$ cat config.mk
export PLATFORM = sky130hd
export DESIGN_NAME = digit_serial_addsub
export DESIGN_NICKNAME = d
export VERILOG_FILES = /design/src/rtl/digit_serial_addsub_pkg.sv /design/src/rtl/digit_serial_addsub_rca.sv /design/src/rtl/digit_serial_addsub.sv
export SDC_FILE = /design/constraint.sdc
export NUM_CORES = 1
export LEC_CHECK = 0
export ABC_AREA = 0
export CAP_MARGIN = 0
export CORE_AREA = 2 2 105 107
export DETAILED_ROUTE_END_ITERATION = 10
export DIE_AREA = 0 0 107 109
export PLACE_DENSITY = 0.76
export SLEW_MARGIN = 10
export SYNTH_ARGS = -nofsm -noshare
export SYNTH_HDL_FRONTEND = slang
export SYNTH_SLANG_ARGS = --single-unit
$ cat constraint.sdc
create_clock -name clk -period 3.44 [get_ports clk]
set_clock_uncertainty 0.2 [all_clocks]
set_input_delay 0.344 -clock clk [delete_from_list [all_inputs] [get_ports clk]]
set_output_delay 0.344 -clock clk [all_outputs]
set_load 0.02 [all_outputs]
$ cat src/rtl/digit_serial_addsub_pkg.sv
// Shared types and width helpers for the digit-serial adder/subtractor.
package digit_serial_addsub_pkg;

  typedef enum logic [1:0] {
    IDLE = 2'd0,
    BUSY = 2'd1,
    DONE = 2'd2
  } state_t;

  function automatic int unsigned num_digits(input int unsigned width, input int unsigned digit);
    return width / digit;
  endfunction

  // A single-digit operation still needs a 1-bit counter.
  function automatic int unsigned cnt_width(input int unsigned n);
    return (n <= 1) ? 1 : $clog2(n);
  endfunction

endpackage

$ cat src/rtl/digit_serial_addsub_rca.sv
// Combinational DIGIT-bit ripple-carry slice; exposes the carry into its top bit.
module rca_nbit #(
  parameter int unsigned DIGIT = 4
) (
  input  logic [DIGIT-1:0] A,
  input  logic [DIGIT-1:0] B,
  input  logic             cin,
  output logic [DIGIT-1:0] S,
  output logic             cout,
  output logic             c_msb
);

  logic [DIGIT:0] c;

  always_comb begin
    c    = '0;
    S    = '0;
    c[0] = cin;
    for (int i = 0; i < DIGIT; i++) begin
      S[i]     = A[i] ^ B[i] ^ c[i];
      c[i + 1] = (A[i] & B[i]) | (c[i] & (A[i] ^ B[i]));
    end
  end

  assign cout  = c[DIGIT];
  assign c_msb = c[DIGIT - 1];

endmodule

$ cat src/rtl/digit_serial_addsub.sv
// Digit-serial A +/- B with valid/ready handshakes; one DIGIT-bit slice per clock, LSD first.
module digit_serial_addsub
  import digit_serial_addsub_pkg::*;
#(
  parameter int unsigned WIDTH = 32,
  parameter int unsigned DIGIT = 4
) (
  input  logic             clk,
  input  logic             rst,
  input  logic             in_valid,
  output logic             in_ready,
  input  logic [WIDTH-1:0] A,
  input  logic [WIDTH-1:0] B,
  input  logic             cin,
  input  logic             sub,
  output logic [WIDTH-1:0] S,
  output logic             cout,
  output logic             ovf,
  output logic             out_valid,
  input  logic             out_ready
);

  localparam int unsigned N  = num_digits(WIDTH, DIGIT);
  localparam int unsigned CW = cnt_width(N);

  state_t            state;
  state_t            state_nxt;
  logic              accept;
  logic              step;
  logic              last;
  logic [CW-1:0]     cnt;
  logic [WIDTH-1:0]  a_shift;
  logic [WIDTH-1:0]  b_shift;
  logic [WIDTH-1:0]  s_shift;
  logic              carry;
  logic              cout_reg;
  logic              ovf_reg;
  logic [DIGIT-1:0]  slice_sum;
  logic              slice_cout;
  logic              slice_cmsb;

  rca_nbit #(.DIGIT(DIGIT)) u_rca (
    .A     (a_shift[DIGIT-1:0]),
    .B     (b_shift[DIGIT-1:0]),
    .cin   (carry),
    .S     (slice_sum),
    .cout  (slice_cout),
    .c_msb (slice_cmsb)
  );

  // State register
  always_ff @(posedge clk or posedge rst) begin
    if (rst) state <= IDLE;
    else     state <= state_nxt;
  end

  // Next-state and datapath control
  always_comb begin
    state_nxt = state;
    accept    = 1'b0;
    step      = 1'b0;
    last      = (cnt == CW'(N - 1));
    case (state)
      IDLE: begin
        if (in_valid) begin
          accept    = 1'b1;
          state_nxt = BUSY;
        end
      end
      BUSY: begin
        step = 1'b1;
        if (last) state_nxt = DONE;
      end
      DONE: begin
        if (out_ready) state_nxt = IDLE;
      end
      default: state_nxt = IDLE;
    endcase
  end

  // Operand/result shift registers, carry and digit counter
  always_ff @(posedge clk or posedge rst) begin
    if (rst) begin
      a_shift  <= '0;
      b_shift  <= '0;
      s_shift  <= '0;
      carry    <= 1'b0;
      cnt      <= '0;
      cout_reg <= 1'b0;
      ovf_reg  <= 1'b0;
    end else if (accept) begin
      // Subtraction is A + ~B + 1; the +1 rides in the initial carry.
      a_shift <= A;
      b_shift <= sub ? ~B : B;
      carry   <= cin ^ sub;
      cnt     <= '0;
    end else if (step) begin
      a_shift <= a_shift >> DIGIT;
      b_shift <= b_shift >> DIGIT;
      s_shift <= WIDTH'({slice_sum, s_shift} >> DIGIT);
      carry   <= slice_cout;
      if (last) begin
        cout_reg <= slice_cout;
        ovf_reg  <= slice_cmsb ^ slice_cout;
      end else begin
        cnt <= cnt + CW'(1);
      end
    end
  end

  assign in_ready  = (state == IDLE);
  assign out_valid = (state == DONE);
  assign S         = s_shift;
  assign cout      = cout_reg;
  assign ovf       = ovf_reg;

endmodule

==> out/results.tsv, run 1 <==
metric	value	unit
ys_seq_elements	104	
dieArea	11700	um2
die_width	107	um
yosysTopAreaCell	dfrtp_1	
placementRows	38	
cts_sinks	104	
synthFlopType	dfrtp_1	
antenna_cells	0	
maxSlewHeadroom	30.5	%
period_share	71.5	%
start_kind	flop	
drt_iter0_markers	283	
p_sw_share	39.5	%
timing.final.max_slew_violations	0	
die_h	109	um
synth_nets	601	
floorplan.initialDensity	45.1	%
finalCriticalPeriod	2460	ps
drv_cap	0	
async_reset_ff_share	100	%
cts.clk_slew.worst_paths	90	ps
yosysWarnings	0	
hpwl	6880	um
avgSynthCellArea	9.10	um2
p_leak	2.86	nW
pre_cts_ws	959	ps
grt_max_degree	100	
yosys-top-cells-area	dfrtp_1 (54%), nand2_1 (15%), xor2_1 (5.3%), a22oi_1 (4.6%), nand3_1 (3.7%)	
grt-ovfl-total	0	
wl_per_cell	13.8	um
crit_family	adder cells	
tightest_slew	1040	ps
synth_common_cells	nand2_1 (185), dfrtp_1 (104), nand3_1 (35)	
cts_root_buffer	clkbuf_8	
core	10600	um2
place.gp.congestion	0.777	
clk_path_buf_depth	2	
htreeDepth	3	
worst_hold_path_type	input port to asynchronous set/reset pin	
cts_setup_buffers	0	
endpoint_kind	flop	
grt_pass1_vias	3693	
final_area	6100	um2
share_comb_of_total_power	43.5	%
p_seq_share	40.5	%
cts_made_buffers	9	
yosysTopAreaCellShare	54.5	%
hold_buffers	0	
ant_nets	0	
vdd_drop_max	0.000417	V
ys_types	23	
final-setup-viol-count	0	
worst_slack	980	ps
cts_tree	built	
via_per_inst	5.22	
status	complete, no violations	
synthCells	525	
grt_usage	18.6	%
crit_type	flop to flop	
p_sw	2.07	mW
synth_edf_count	0	
power_density	859	nW/um2
fmax	407	MHz
drive_above_1_share	4.09	%
intPower	3.17	mW
drt_wl_total	10300	um
rsz0062_at_grt	false	
multi_input_area	1950	um2
regArea	2600	um2
r2r_start	a_shift[0]	
crit_slowest_cell	fa_1	
yosysMostFrequentCell	nand2_1	
ios	106	
path_common_cell	fa_1	
seq_area_frac_synth	54.5	%
path_buf_inv	3	
firstDrtPassIters	5	
cp.required	3450	ps
grt_pass1_wl	17300	um
crit_chain	fa_1 -> inv_1 -> fa_1 -> inv_1 -> fa_1 -> inv_1 -> fa_1 -> nand3b_1 -> o211ai_1 -> o21ai_0	
fin_nets	682	
antenna_found_initial	0	
cp_max_fo	3	
insertion_delay	360	ps
p_clk_share	15.9	%
cp.arrival	2460	ps
tns	0	ps
fillers	982	
hold_viol_final	0	
io_buffers	105	
netlist_area	4780	um2
num_vias	3921	
drc	0	
placed_area	5880	um2
syn_to_final_growth	27.6	%
max_stage_delay	430	ps
startpoint	a_shift[0]	
cts-resized-gates	0	
[power groups by stage]
stage	logic [mW]	registers, mW	clock network, mW
finish	2.28	2.13	0.835
global route	2.58	2.19	0.913
CTS	2.31	2.12	0.854
detailed placement	2.30	2.15	0
global placement	2.22	2.12	0
floorplan	1.37	2.27	0
[cell usage in the layout, fill, tap and decap left out, drive strengths merged, types with 4 or more instances in the layout]
cell           count
xor2              29
dfrtp            104
nor2              29
nand3             35
a31oi             27
a22oi             29
o21ai             13
xnor2              6
inv                9
clkbuf            12
fa                 4
clkdlybuf4s50    104
buf                6
nand2            185
[stage by stage]
| stage | power [mW] | instances | hold WS (ps) | utilization [%] |
|---|---|---|---|---|
| 3_3_place_gp | 4.34 | 735 | 258 | 55.4 |
| 4_1_cts | 5.29 | 751 | 276 | 57.5 |
| 6_report | 5.24 | 751 | 281 | 57.5 |
| 2_1_floorplan | 3.64 | 525 | 249 | - |
| 3_5_place_dp | 4.45 | 735 | 263 | 55.4 |
| 5_1_grt | 5.69 | 751 | 286 | 57.5 |
[layout make-up]
class / instances / share of cell area (%)
clock inverters: 4 / 1.27
repair buffers: 110 / 18.2
clock buffers: 12 / 2.38
multi-input cells: 372 / 32.0
well taps: 140 / 2.87
inverters: 9 / 0.595
flip-flops and latches: 104 / 42.7
[layer usage]
layer | share of wire (%) | global-route usage [%] | up-vias
met1 | 42 | 23.3 | 1897
met4 | 2.0 | 6.12 | 0
met3 | 5.3 | 3.77 | 19
li1 | - | - | 1883
met2 | 51 | 32.3 | 122
met5 | 0 | 0 | -
[final timing paths]
check                           cells past startpoint  slack, ps     end
worst max-delay path                               10        980   carry
worst min-delay path                                2        280    S[4]
min in group clk                                    2        280    S[1]
max in group asynchronous                           3       2050  cnt[2]
worst min register to register                      2        280    S[1]
worst max register to register                     10        980   carry
[kinds of logic (layout without fill, tap and decap cells)]
kind of cell	Yosys count	after routing	synth area share, %
simple gates	257	257	21.7
flops	104	104	54.5
compound gates	74	74	10.1
buf+inv	49	135	5.13
xor+xnor	35	35	6.41
fa+ha+maj	6	6	2.20
(Power assumes the default switching activity.)
==> inputs of run 2 (changes only) <==
- clock period: 3.44 -> 2.1 ns (I/O delays scaled with it)
==> run 2 against run 1 <==
Setup slack worse by 1200 ps. Global-route usage is 0.55 points lower. Final area grew 2.6%. Worst hold slack got worse by 140 ps. The flow now finishes with violations (negative setup slack). Count of clock-buffer cells in the layout fell by 2. Total power rose by 70%. Via count down 2.1%. Die area unchanged. Sequential power increased by 63%.
==> out/results.tsv, run 2 (synthesized netlist as in run 1, its figures left out) <==
metric	value	unit	change
firstDrtPassIters	6		+1
wl_met2	4870	um	-7.7%
cp_max_fo	2		-1
num_vias	3839		-2.1%
p_clk_share	16.5	%	+0.6 points
r2r_slack	-190	ps	-1170 ps
ios	106		unchanged
syn_to_final_growth	31.0	%	
wl_met1	4610	um	+6.9%
antenna_found_initial	0		unchanged
cp.arrival	2360	ps	-100 ps
fmax	436	MHz	+7.2%
drc	0		unchanged
io_buffers	105		unchanged
drt_wl_total	10200	um	-1.7%
hpwl	7000	um	+1.7%
cts_sinks	104		unchanged
floorplan.initialDensity	45.1	%	unchanged
grt-ovfl-total	0		unchanged
power_density	1430	nW/um2	+66%
worst_hold_path_type	input port to asynchronous set/reset pin		
clk_path_buf_depth	2		unchanged
cts_root_buffer	clkbuf_8		
via_per_inst	5.07		-2.9%
die_width	107	um	unchanged
cts.clk_slew.worst_paths	90	ps	about the same
grt_max_degree	105		+5.0%
core	10600	um2	unchanged
insertion_delay	350	ps	about the same
worst_slack	-194	ps	-1170 ps
share_comb_of_total_power	44.6	%	+1.1 points
placementRows	38		unchanged
intPower	5.49	mW	+73%
top_layer	met4		
hold_ws	146	ps	-135 ps
fillers	926		-5.7%
htreeDepth	3		unchanged
crit_type	flop to flop		
grt_pass1_wl	16900	um	-2.2%
timing.final.max_slew_violations	0		unchanged
pre_cts_ws	-265	ps	-1220 ps
ant_nets	0		unchanged
start_kind	flop		
vdd_drop_max	0.000636	V	+52%
maxSlewHeadroom	63.3	%	+33 points
p_sw	3.45	mW	+67%
period_share	109	%	+38 points
hold_buffers	0		unchanged
p_sw_share	38.6	%	-0.92 points
place.gp.congestion	0.782		+0.64%
status	finished, violations left		
drt_iter0_markers	302		+6.7%
drive_above_1_share	6.81	%	+2.7 points
p_seq_share	39.0	%	-1.5 points
hold_viol_final	0		unchanged
finalCriticalPeriod	2290	ps	-165 ps
cts_made_buffers	9		unchanged
violations	negative setup slack		
grt_usage	18.0	%	-0.55 points
rsz0062_at_grt	true		
cts_tree	built		
p_leak	2.91	nW	+2.0%
drv_cap	0		unchanged
wl_per_cell	13.4	um	-2.4%
dieArea	11700	um2	unchanged
fin_nets	689		+1.0%
total_power	8.93	mW	+70%
cp.required	2170	ps	-1280 ps
final_core_util	59.0	%	+1.5 points
die_h	109	um	unchanged
met3_length	589	um	+6.5%
final_cell_mix	nand2_1 (185), clkdlybuf4s50_1 (103), dfrtp_1 (102), nand3_1 (35)		
mostFrequentLayoutCell	nand2_1		
tightest_slew	551	ps	-492 ps
endpoint_kind	flop		
final-setup-viol-count	4		+4
grt_pass1_vias	3507		-5.0%
antenna_cells	0		unchanged
-- run 2: changes by cell type in the layout (fill, tap and decap cells not counted), sizes merged --
| cell | before | now |
|---|---|---|
| buf | 6 | 13 |
| inv | 9 | 8 |
| clkinvlp | 0 | 3 |
| clkbuf | 12 | 10 |
| clkinv | 2 | 0 |
| bufinv | 2 | 3 |
| clkdlybuf4s50 | 104 | 103 |
| dlygate4sd2 | 0 | 1 |
-- run 2: worst max-delay path, stage by stage, from the launching register on --
cell	delay (ps)
dfrtp_1	410
fa_2	390
inv_2	70
fa_2	190
inv_2	40
fa_2	340
inv_2	60
fa_2	410
o21ai_1	110
-- run 2: cell type report --
type | count | area, um2 | share of cell area (%)
clock inverters | 5 | 105 | 1.68
multi-input cells | 372 | 1960 | 31.4
well taps | 140 | 175 | 2.80
clock buffers | 10 | 138 | 2.20
repair buffers | 117 | 1230 | 19.7
inverters | 9 | 37.5 | 0.600
flip-flops and latches | 104 | 2610 | 41.6
-- run 2: final timing paths --
| check | endpoint | start | depth (start not counted) |
|---|---|---|---|
| min | S[14] | rst | 3 |
| max reg2reg | S[31] | carry | 8 |
| min in group clk | b_shift[31] | sub | 3 |
| max | S[31] | carry | 8 |
| max in group asynchronous | state[0] | rst | 3 |
| min reg2reg | S[3] | S[3] | 2 |
-- run 2: per-stage QoR --
step	instance area (um2)	instances	setup TNS, ps
floorplan	4790	525	-313
global placement	6010	742	-465
detailed placement	6010	742	-831
CTS	6260	757	-617
global route	6260	757	-800
finish	6260	757	-516
-- run 2: power by group through the flow --
stage          clock, mW  combinational [mW]  sequential (mW)
6_report            1.47                3.98             3.48
5_1_grt             1.59                4.47             3.60
4_1_cts             1.50                4.03             3.49
3_5_place_dp           0                4.00             3.52
3_3_place_gp           0                3.86             3.48
2_1_floorplan          0                2.26             3.73
-- run 2: timing repair --
action,in CTS,in global routing
setup buffers,0,0
pin swaps,5,3
setup endpoints to repair,5,4
resized for setup,9,0
-- run 2: routing by layer --
metal | vias up | GRT usage, %
met2 | 131 | 28.8
met3 | 8 | 2.51
met4 | 0 | 5.75
met5 | - | 0
li1 | 1886 | -
met1 | 1814 | 25.6
==> inputs of run 3 (changes only) <==
- CORE_AREA: 2 2 105 107 -> 2 2 87 130
- DIE_AREA: 0 0 107 109 -> 0 0 89 132
- PLACE_DENSITY: 0.76 -> 0.75
==> run 3 against run 2 <==
The run still ends with negative setup slack left. Setup slack worse by 12 ps. Critical path type unchanged. Utilization is 0.86 points higher. Wire length is 5.2% higher. Global-route usage is 0.88 points higher. Non-clock buffer count is 7 higher. Largest cell class unchanged. Highest routed layer unchanged. Total power is 2.7% higher. Clock power is 9.5% higher. First-iteration DRC count is 10% lower.
==> out/results.tsv, run 3 (synthesized netlist as in run 1, its figures left out) <==
metric	value	unit	change
status	finished, violations left		
violations	negative setup slack		
final_area	6340	um2	+1.3%
endpoint_kind	flop		
final_core_util	59.9	%	+0.86 points
clk_path_buf_depth	2		unchanged
io_buffers	105		unchanged
hold_viol_final	0		unchanged
grt_usage	18.9	%	+0.88 points
path_common_cell	fa_2		
worst_hold_path_type	input port to asynchronous set/reset pin		
via_per_inst	5.14		+1.3%
insertion_delay	340	ps	about the same
die_h	132	um	+21%
r2r_slack	-210	ps	about the same
htreeDepth	3		unchanged
num_vias	3950		+2.9%
cts.clk_slew.worst_paths	70	ps	-20 ps
max_stage_delay	410	ps	about the same
worst_slack	-206	ps	-12.1 ps
maxSlewHeadroom	67.6	%	+4.3 points
core	10600	um2	-0.12%
path_buf_inv	3		unchanged
instances_no_fill	769		+1.6%
fmax	434	MHz	-0.52%
placementRows	46		+21%
placed_area	6030	um2	+0.25%
cts_root_buffer	clkbuf_16		
grt_pass1_vias	3825		+9.1%
tns	-636	ps	-120 ps
cp.required	2120	ps	-50 ps
tightest_slew	485	ps	-65.6 ps
p_leak	2.96	nW	+1.8%
syn_to_final_growth	32.7	%	
grt_pass1_wl	17600	um	+4.5%
crit_type	flop to flop		
floorplan.initialDensity	45.1	%	+0.053 points
drv_cap	0		unchanged
cp.arrival	2330	ps	-30 ps
mostFrequentLayoutCell	nand2_1		
ant_nets	0		unchanged
drt_iter0_markers	271		-10%
dieArea	11700	um2	+0.73%
cts_tree	built		
grt-ovfl-total	0		unchanged
cp_max_fo	3		+1
fillers	929		+0.32%
die_width	89	um	-17%
dp.cells	749		+0.94%
hpwl	7280	um	+4.0%
final_cell_mix	nand2_1 (185), dfrtp_1 (103), clkdlybuf4s50_1 (103), nand3_1 (35)		
antenna_found_initial	0		unchanged
place.gp.congestion	0.812		+3.8%
drt_wl_total	10700	um	+5.2%
period_share	110	%	+0.57 points
rsz0062_at_grt	true		
ios	106		unchanged
cts_made_buffers	9		unchanged
cts_sinks	104		unchanged
ff2ff_path_depth	10		+2
fin_nets	696		+1.0%
hold_ws	93.4	ps	-52.7 ps
timing.final.max_slew_violations	0		unchanged
r2r_end	carry		
crit_slowest_cell	dfrtp_1		
grt_max_degree	90		-14%
crit_chain	fa_2 -> inv_2 -> fa_2 -> inv_2 -> fa_2 -> inv_2 -> fa_2 -> nand3b_1 -> o211ai_1 -> o21ai_1		
drc	0		unchanged
drive_above_1_share	7.20	%	+0.39 points
pre_cts_ws	-269	ps	-3.78 ps
r2r_start	carry		
finalCriticalPeriod	2310	ps	+12.1 ps
antenna_cells	0		unchanged
wl_per_cell	13.9	um	+3.5%
vdd_drop_max	0.000577	V	-9.3%
crit_family	adder cells		
power_density	1450	nW/um2	+1.3%
start_kind	flop		
final-setup-viol-count	4		unchanged
total_power	9.17	mW	+2.7%
firstDrtPassIters	4		-2
==> run 3: final cells by class <==
| class | instances | area (um2) | share of cell area, % |
|---|---|---|---|
| multi-input combinational | 372 | 1960 | 31.0 |
| tap | 144 | 180 | 2.84 |
| inverter | 9 | 37.5 | 0.592 |
| sequential | 104 | 2600 | 41.0 |
| clock inverter | 3 | 42.5 | 0.671 |
| clock buffer | 13 | 240 | 3.79 |
| timing repair buffer | 124 | 1270 | 20.1 |
==> run 3: worst register-to-register path: cells and delay by family (launching register included) <==
kind                     cells  cell delay (ps)
AND/OR/NAND/NOR              1              100
flip-flops                   1              410
buffers and inverters        3              170
AO/OA/AOI/OAI                2              180
adder cells (fa/ha/maj)      4             1140
==> run 3: worst max path at each step <==
stage               start    end  slack (ps)  cells past startpoint
3_3_place_gp   a_shift[0]  carry        -170                     10
6_report            carry  carry        -210                     10
2_1_floorplan  a_shift[0]  S[31]        -110                      8
3_5_place_dp   a_shift[0]  carry        -270                     10
4_1_cts             carry  S[31]        -210                      8
5_1_grt             carry  carry        -290                     10
==> run 3: per-layer routing <==
layer | part of all wire, % | GRT usage, % | vias up
li1 | - | - | 1907
met1 | 42 | 25.1 | 1902
met2 | 51 | 30.8 | 122
met3 | 4.3 | 2.88 | 19
met4 | 2.3 | 7.21 | 0
met5 | 0 | 0 | -
==> run 3: where the power goes <==
part           switching (mW)  leakage [nW]  internal (mW)
sequential              0.576          1.31           2.92
clock                   0.686         0.134          0.924
combinational            2.26          1.52           1.80
total                    3.53          2.96           5.65
==> run 3: repair_timing <==
action / CTS / global route
gates resized for setup: 8 / 1
pin swaps: 6 / 3
hold buffers: 0 / 0
endpoints found under the setup margin: 5 / 4
setup buffers: 1 / 3
